### src/rtl/proc_io_hub_pkg.sv
// Shared helpers and bit layouts for the proc_fx I/O hub.
package proc_io_hub_pkg;

  localparam int unsigned ERR_UNDER   = 0;
  localparam int unsigned ERR_OVER    = 1;
  localparam int unsigned NUM_ERR     = 2;
  localparam int unsigned STAT_IN_LSB = 0;

  function automatic int unsigned clog2(input int unsigned n);
    int unsigned r;
    r = 0;
    while ((64'd1 << r) < 64'(n)) r++;
    return r;
  endfunction

  // Output-full bits sit directly above the input-empty bits in the status word.
  function automatic int unsigned stat_out_lsb(input int unsigned nuioin);
    return STAT_IN_LSB + nuioin;
  endfunction

endpackage

### src/rtl/proc_io_hub_fifo.sv
// Show-ahead synchronous FIFO; head reads as zero while empty.
module io_fifo
  import proc_io_hub_pkg::*;
#(
  parameter int unsigned NUBITS = 32,
  parameter int unsigned FDEPTH = 4
) (
  input  logic              clk,
  input  logic              rst,
  input  logic              push,
  input  logic              pop,
  input  logic [NUBITS-1:0] din,
  output logic [NUBITS-1:0] dout,
  output logic              full,
  output logic              empty
);

  localparam int unsigned PW = clog2(FDEPTH);

  logic [PW:0]       wr_q, rd_q;
  logic [NUBITS-1:0] mem [FDEPTH];
  logic              do_push, do_pop;

  assign empty   = (wr_q == rd_q);
  assign full    = (wr_q[PW] != rd_q[PW]) && (wr_q[PW-1:0] == rd_q[PW-1:0]);
  assign do_pop  = pop & ~empty;
  // A pop in the same cycle frees the slot for a push into a full FIFO.
  assign do_push = push & (~full | do_pop);

  always_ff @(posedge clk or posedge rst) begin
    if (rst) begin
      wr_q <= '0;
      rd_q <= '0;
    end else begin
      if (do_push) wr_q <= wr_q + (PW+1)'(1);
      if (do_pop)  rd_q <= rd_q + (PW+1)'(1);
    end
  end

  always_ff @(posedge clk) begin
    if (do_push) mem[wr_q[PW-1:0]] <= din;
  end

  assign dout = empty ? '0 : mem[rd_q[PW-1:0]];

endmodule

### src/rtl/proc_io_hub.sv
// Processor-facing I/O hub: buffered input/output channels, status word, sticky error flags.
module proc_io_hub
  import proc_io_hub_pkg::*;
#(
  parameter int unsigned NUBITS = 32,
  parameter int unsigned NUIOIN = 2,
  parameter int unsigned NUIOOU = 2,
  parameter int unsigned FDEPTH = 4,
  parameter int unsigned AIW    = clog2(NUIOIN + 1),
  parameter int unsigned AOW    = (clog2(NUIOOU) < 1) ? 1 : clog2(NUIOOU)
) (
  input  logic                     clk,
  input  logic                     rst,
  input  logic [AIW-1:0]           proc_addr_in,
  input  logic                     proc_req_in,
  output logic [NUBITS-1:0]        proc_din,
  input  logic [AOW-1:0]           proc_addr_out,
  input  logic                     proc_out_en,
  input  logic [NUBITS-1:0]        proc_dout,
  input  logic [NUIOIN*NUBITS-1:0] in_data,
  input  logic [NUIOIN-1:0]        in_valid,
  output logic [NUIOIN-1:0]        in_ready,
  output logic [NUIOOU*NUBITS-1:0] out_data,
  output logic [NUIOOU-1:0]        out_valid,
  input  logic [NUIOOU-1:0]        out_ready,
  output logic [NUM_ERR-1:0]       err_flags,
  input  logic                     err_clr
);

  if (NUBITS < NUIOIN + NUIOOU) begin : g_bad_width
    $error("proc_io_hub: NUBITS too narrow for the status word");
  end

  logic [NUBITS-1:0]  in_dout  [NUIOIN];
  logic [NUBITS-1:0]  out_dout [NUIOOU];
  logic [NUIOIN-1:0]  in_full, in_empty, in_push, in_pop;
  logic [NUIOOU-1:0]  out_full, out_empty, out_push, out_pop;
  logic [NUBITS-1:0]  status;
  logic               under_set, over_set, addr_hit;
  logic [NUM_ERR-1:0] err_d, err_q;

  for (genvar k = 0; k < NUIOIN; k++) begin : g_in
    io_fifo #(.NUBITS(NUBITS), .FDEPTH(FDEPTH)) u_fifo (
      .clk  (clk),
      .rst  (rst),
      .push (in_push[k]),
      .pop  (in_pop[k]),
      .din  (in_data[k*NUBITS +: NUBITS]),
      .dout (in_dout[k]),
      .full (in_full[k]),
      .empty(in_empty[k])
    );
  end

  for (genvar k = 0; k < NUIOOU; k++) begin : g_out
    io_fifo #(.NUBITS(NUBITS), .FDEPTH(FDEPTH)) u_fifo (
      .clk  (clk),
      .rst  (rst),
      .push (out_push[k]),
      .pop  (out_pop[k]),
      .din  (proc_dout),
      .dout (out_dout[k]),
      .full (out_full[k]),
      .empty(out_empty[k])
    );
    assign out_data[k*NUBITS +: NUBITS] = out_dout[k];
  end

  assign in_ready  = ~in_full;
  assign in_push   = in_valid & ~in_full;
  assign out_valid = ~out_empty;
  assign out_pop   = out_ready & ~out_empty;

  always_comb begin
    status = '0;
    status[STAT_IN_LSB +: NUIOIN]          = in_empty;
    status[stat_out_lsb(NUIOIN) +: NUIOOU] = out_full;
  end

  // Read decode: data mux, pop strobes and underflow detection.
  always_comb begin
    proc_din  = '0;
    in_pop    = '0;
    under_set = 1'b0;
    for (int unsigned k = 0; k < NUIOIN; k++) begin
      if (proc_addr_in == AIW'(k)) begin
        proc_din = in_dout[k];
        if (proc_req_in) begin
          if (in_empty[k]) under_set = 1'b1;
          else             in_pop[k] = 1'b1;
        end
      end
    end
    if (proc_addr_in == AIW'(NUIOIN)) proc_din = status;
  end

  // Write decode: push strobes and overflow detection.
  always_comb begin
    out_push = '0;
    over_set = 1'b0;
    addr_hit = 1'b0;
    for (int unsigned k = 0; k < NUIOOU; k++) begin
      if (proc_addr_out == AOW'(k)) begin
        addr_hit = 1'b1;
        if (proc_out_en) begin
          if (out_full[k] && !out_pop[k]) over_set    = 1'b1;
          else                            out_push[k] = 1'b1;
        end
      end
    end
    if (proc_out_en && !addr_hit) over_set = 1'b1;
  end

  always_comb begin
    err_d = err_clr ? '0 : err_q;
    if (under_set) err_d[ERR_UNDER] = 1'b1;
    if (over_set)  err_d[ERR_OVER]  = 1'b1;
  end

  always_ff @(posedge clk or posedge rst) begin
    if (rst) err_q <= '0;
    else     err_q <= err_d;
  end

  assign err_flags = err_q;

endmodule

### config.mk
export PLATFORM = sky130hd
export DESIGN_NAME = proc_io_hub
export DESIGN_NICKNAME = d
export VERILOG_FILES = /design/src/rtl/proc_io_hub_pkg.sv /design/src/rtl/proc_io_hub_fifo.sv /design/src/rtl/proc_io_hub.sv
export SDC_FILE = /design/constraint.sdc
export NUM_CORES = 1
export LEC_CHECK = 0
export BUFFER_PORTS_ARGS = -buffer_cell sky130_fd_sc_hd__buf_2
export CORE_ASPECT_RATIO = 1.4
export CORE_MARGIN = 5
export CORE_UTILIZATION = 53
export DETAILED_ROUTE_END_ITERATION = 10
export GPL_ROUTABILITY_DRIVEN = 0
export PLACE_DENSITY = 0.76
export SLEW_MARGIN = 20
export SYNTH_ARGS = -nofsm -noshare
export SYNTH_HDL_FRONTEND = slang
export SYNTH_SLANG_ARGS = --single-unit
### constraint.sdc
create_clock -name clk -period 2.4 [get_ports clk]
set_input_delay 0.48 -clock clk [delete_from_list [all_inputs] [get_ports clk]]
set_output_delay 0.48 -clock clk [all_outputs]
set_load 0.1 [all_outputs]
==> report_table.html <==
<table>
<tr><th>Metric</th><th>Value</th></tr>
<tr><th colspan="2">Critical path</th></tr>
<tr><td>Startpoint of the worst setup timing path</td><td>g_in[1].u_fifo.rd_q[0]</td></tr>
<tr><td>Reg-to-reg slack, setup</td><td>0.16 ns</td></tr>
<tr><td>Arrival time of data at the critical path endpoint</td><td>about 2.3 ns</td></tr>
<tr><td>Largest fanout on the critical path</td><td>7</td></tr>
<tr><td>Required arrival time at the worst endpoint</td><td>around 1.9 ns</td></tr>
<tr><td>Kind of end point of the critical path</td><td>output port</td></tr>
<tr><td>Startpoint types</td><td>flip-flop</td></tr>
<tr><td>Crit Path Class</td><td>flip-flop to output port</td></tr>
<tr><td>Critical register-to-register path startpoint</td><td>g_in[0].u_fifo.wr_q[1]</td></tr>
<tr><th colspan="2">Synthesis</th></tr>
<tr><td>Synth warnings</td><td>0</td></tr>
<tr><td>Synthesized-area fraction occupied by and/or/nand/nor cells</td><td>3.20%</td></tr>
<tr><td>Mapped Avg Cell Area</td><td>around 22 sq um</td></tr>
<tr><td>Fraction of synthesized cell area in xor and xnor cells</td><td>roughly 1.4%</td></tr>
<tr><td>Flip-flop and latch count after synthesis</td><td>approximately 540</td></tr>
<tr><td>Nets in the synthesized netlist</td><td>roughly 1100</td></tr>
<tr><td>Count of different cell masters after synthesis</td><td>30</td></tr>
<tr><td>Post-synth design cell area</td><td>between 0.02 and 0.025 sq mm</td></tr>
<tr><td>Post-Syn Instances</td><td>940</td></tr>
<tr><td>Share of synthesized area occupied by flip-flops and latches</td><td>between 70 and 80%</td></tr>
<tr><td>Combinational family with the most area after synthesis</td><td>multiplexers</td></tr>
<tr><td>Post-Synth Adder-Cell Area</td><td>~1.2%</td></tr>
<tr><td>Multiplexer share of the synthesized area</td><td>between 10% and 20%</td></tr>
<tr><td>Synthesized-area fraction occupied by ao, oa, aoi and oai cells</td><td>approximately 2%</td></tr>
<tr><th colspan="2">Die</th></tr>
<tr><td>I/O pin count</td><td>210</td></tr>
<tr><td>Starting density of the core</td><td>a little over half</td></tr>
<tr><td>Horizontal die dimension</td><td>approximately 180 um</td></tr>
<tr><td>Total Die Area</td><td>roughly 0.043 sq mm</td></tr>
<tr><td>DIE HEIGHT</td><td>between 200 and 250 um</td></tr>
<tr><td>Placeable core region</td><td>roughly 0.039 sq mm</td></tr>
<tr><td># rows</td><td>86</td></tr>
<tr><th colspan="2">Timing</th></tr>
<tr><td>Fmax</td><td>0.354 GHz</td></tr>
<tr><td>Relative slew slack</td><td>approximately three fifths</td></tr>
<tr><td>Unrepaired setup endpoints after global routing</td><td>true</td></tr>
<tr><td>Max-slew violation count</td><td>0</td></tr>
<tr><td>Post-Route Skew</td><td>around 0.017 ns</td></tr>
<tr><td>Clock period minus worst slack</td><td>around 2.8 ns</td></tr>
<tr><td>Final setup vio count</td><td>about 100</td></tr>
<tr><td>Total Negative Setup Slacks</td><td>-29.64 ns</td></tr>
<tr><td>Worst setup slack after layout</td><td>-0.422 ns</td></tr>
<tr><td>Hold Violations, Final</td><td>0</td></tr>
<tr><td>Final period util</td><td>118%</td></tr>
<tr><td>Worst-Margin Slew</td><td>~0.6 ns</td></tr>
<tr><th colspan="2">Detailed routing</th></tr>
<tr><td>Number of iterations in the first detailed-routing pass</td><td>5</td></tr>
<tr><td>Total wire length after detailed routing</td><td>52700 um</td></tr>
<tr><td>Post-route ant nets</td><td>0</td></tr>
<tr><td>WL per Instance</td><td>~29 um</td></tr>
<tr><td>Violation count after the first detailed-routing iteration</td><td>roughly 950</td></tr>
<tr><td>Via-per-instance ratio</td><td>~5.9</td></tr>
<tr><td>Residual DRC</td><td>0</td></tr>
<tr><td>Routed via count</td><td>around 11000</td></tr>
<tr><th colspan="2">Cells and area</th></tr>
<tr><td>Layout Cells excl Fill</td><td>between 1500 and 2000</td></tr>
<tr><td>Net count reported at finish</td><td>around 1400</td></tr>
<tr><td>Post-synthesis to final-layout area growth</td><td>33.7%</td></tr>
<tr><td>Fraction of the core area covered by cells at the end of the flow</td><td>between 70 and 80%</td></tr>
<tr><td>Layout cell share with drive strength beyond 1</td><td>51.0%</td></tr>
<tr><th colspan="2">Place</th></tr>
<tr><td>Post-detailed-placement half-perimeter wirelength</td><td>about 28000 um</td></tr>
<tr><td>Post-placement worst setup slack</td><td>-0.0358 ns</td></tr>
<tr><td>IO buf count</td><td>209</td></tr>
<tr><td>Number of placed instances, taps included</td><td>approximately 1700</td></tr>
<tr><th colspan="2">Status</th></tr>
<tr><td>Failing checks</td><td>setup timing</td></tr>
<tr><td>Run status</td><td>finished, violations left</td></tr>
<tr><th colspan="2">Clock tree</th></tr>
<tr><td>Clock root buffer</td><td>clkbuf_16</td></tr>
<tr><td>Bufs on Longest Clock Path</td><td>3</td></tr>
<tr><td>Clock transition at path regs</td><td>0.07 ns</td></tr>
<tr><td>Clk sinks</td><td>538</td></tr>
<tr><td>Cts bufs inserted</td><td>47</td></tr>
<tr><td>CTS H-tree depth</td><td>2</td></tr>
<tr><td>Worst-skew pair later-pin latency</td><td>approximately 0.55 ns</td></tr>
<tr><td>Clock tree from TritonCTS</td><td>yes</td></tr>
<tr><th colspan="2">Run</th></tr>
<tr><td>Max-Cap Viols</td><td>0</td></tr>
<tr><th colspan="2">Global route</th></tr>
<tr><td>GRT Util Overall</td><td>about a quarter</td></tr>
<tr><td>Pin count of the biggest net entering global routing</td><td>35</td></tr>
<tr><td>Vias in the first global route</td><td>between 10000 and 15000</td></tr>
<tr><td>Antenna violations before repair</td><td>15</td></tr>
<tr><td>First-pass GRT wire length</td><td>just under 80000 um</td></tr>
<tr><td>Residual overflow from global routing</td><td>0</td></tr>
<tr><th colspan="2">Worst hold path</th></tr>
<tr><td>Startpoint of the lowest-slack hold path</td><td>in_data[32]</td></tr>
<tr><td>Type of the worst min-delay path</td><td>input port to flip-flop</td></tr>
</table>
per-stage QoR:
| stage | hold WS [ns] | instance area (sq um) |
|---|---|---|
| floorplan | 0.461 | 20900 |
| global route | 0.115 | 27800 |
| finish | 0.143 | 27900 |
| CTS | 0.109 | 27600 |
| detailed placement | 0.472 | 24200 |
| global placement | 0.461 | 24200 |
worst paths after layout:
path,end,depth (start not counted)
max,proc_din[8],5
min,g_in[1].u_fifo.mem[2][0],1
max reg2reg,g_in[0].u_fifo.mem[1][29],5
min reg2reg,err_flags[1],1
max in group asynchronous,g_out[0].u_fifo.rd_q[0],4
min in group asynchronous,err_flags[0],4
state kept, by name (all words and copies together) (netlist names):
register	flops
g_in.u_fifo.rd_q	6
g_in.u_fifo.wr_q	6
g_out.u_fifo.rd_q	6
err_flags	2
g_in.u_fifo.mem	256
g_out.u_fifo.wr_q	6
g_out.u_fifo.mem	256
worst max-delay path: stages, from the launching register on:
cell and delay [ns]:
dfrtp_2 0.47, buf_12 0.16, buf_16 0.14, mux4_2 0.54, a22o_4 0.30, buf_12 0.17
final cells by class:
| type | instances | area [sq um] |
|---|---|---|
| sequential | 538 | 16000 |
| fill | 2195 | 11300 |
| multi-input combinational | 342 | 5100 |
| timing repair buffer | 328 | 4410 |
| clock buffer | 54 | 1240 |
| tap | 528 | 661 |
| clock inverter | 33 | 320 |
| inverter | 16 | 60.1 |
| antenna | 8 | 20.0 |
layer usage:
| layer | GRT usage, % | up-vias | wire length [um] |
|---|---|---|---|
| met5 | 0 | - | 108 |
| met3 | 6.23 | 132 | 4470 |
| met4 | 9.58 | 16 | 2090 |
| met2 | 42.8 | 569 | 28500 |
| met1 | 29.2 | 5562 | 17600 |
| li1 | - | 4551 | - |
cell usage in the layout (no fill, tap or decap), types with 12 or more instances in the layout:
cell type	count
dfrtp_1	17
inv_1	16
clkbuf_16	51
buf_12	134
buf_4	40
xnor2_1	12
buf_2	109
and2_4	64
mux4_2	128
edfxtp_1	512
buf_16	20
a22o_4	27
and2_2	16
buf_6	15
ha_1	20
logic make-up after synthesis:
| kind of cell | count (synthesis) |
|---|---|
| and+or+nand+nor | 114 |
| AOI/OAI and AO/OA | 46 |
| xor gates and xnor gates | 30 |
| buffers and inverters | 60 |
| DFF | 538 |
| adders and majority gates | 20 |
| muxes | 132 |
repair_timing:
item                       in CTS  in global routing
gates resized for setup       259                 39
hold endpoints to repair       26                  0
pin swaps                      28                 53
gates cloned                   18                  2
buffers inserted               39                 14
hold buffers                    1                  0
setup endpoints to repair      98                 99
Yosys cell counts (all sizes together):
cell    number  area share, %
xor2         8           0.34
a31oi        3          0.090
nor2         1          0.018
nand3        9           0.22
a21o         1          0.036
a32o         1          0.048
o21ai        5           0.12
a22o        28            1.2
xnor2       22            1.0
mux4       128             14
nand3b       2          0.072
nand2       14           0.25
a41oi        2          0.084
ha          20            1.2
clkbuf      18           0.32
o22ai        1          0.030
nand4        6           0.18
a22oi        2          0.072
edfxtp     512             74
o311ai       1          0.042
and2        80            2.4
inv         16           0.29
buf         26           0.70
nand2b       2          0.060
a311oi       2           0.25
dfrtp       26            3.1
mux2         4           0.22
Power is left out: the tool's default activity adds up to more than one toggle a clock period on the data nets, which glitch-free logic cannot reach.
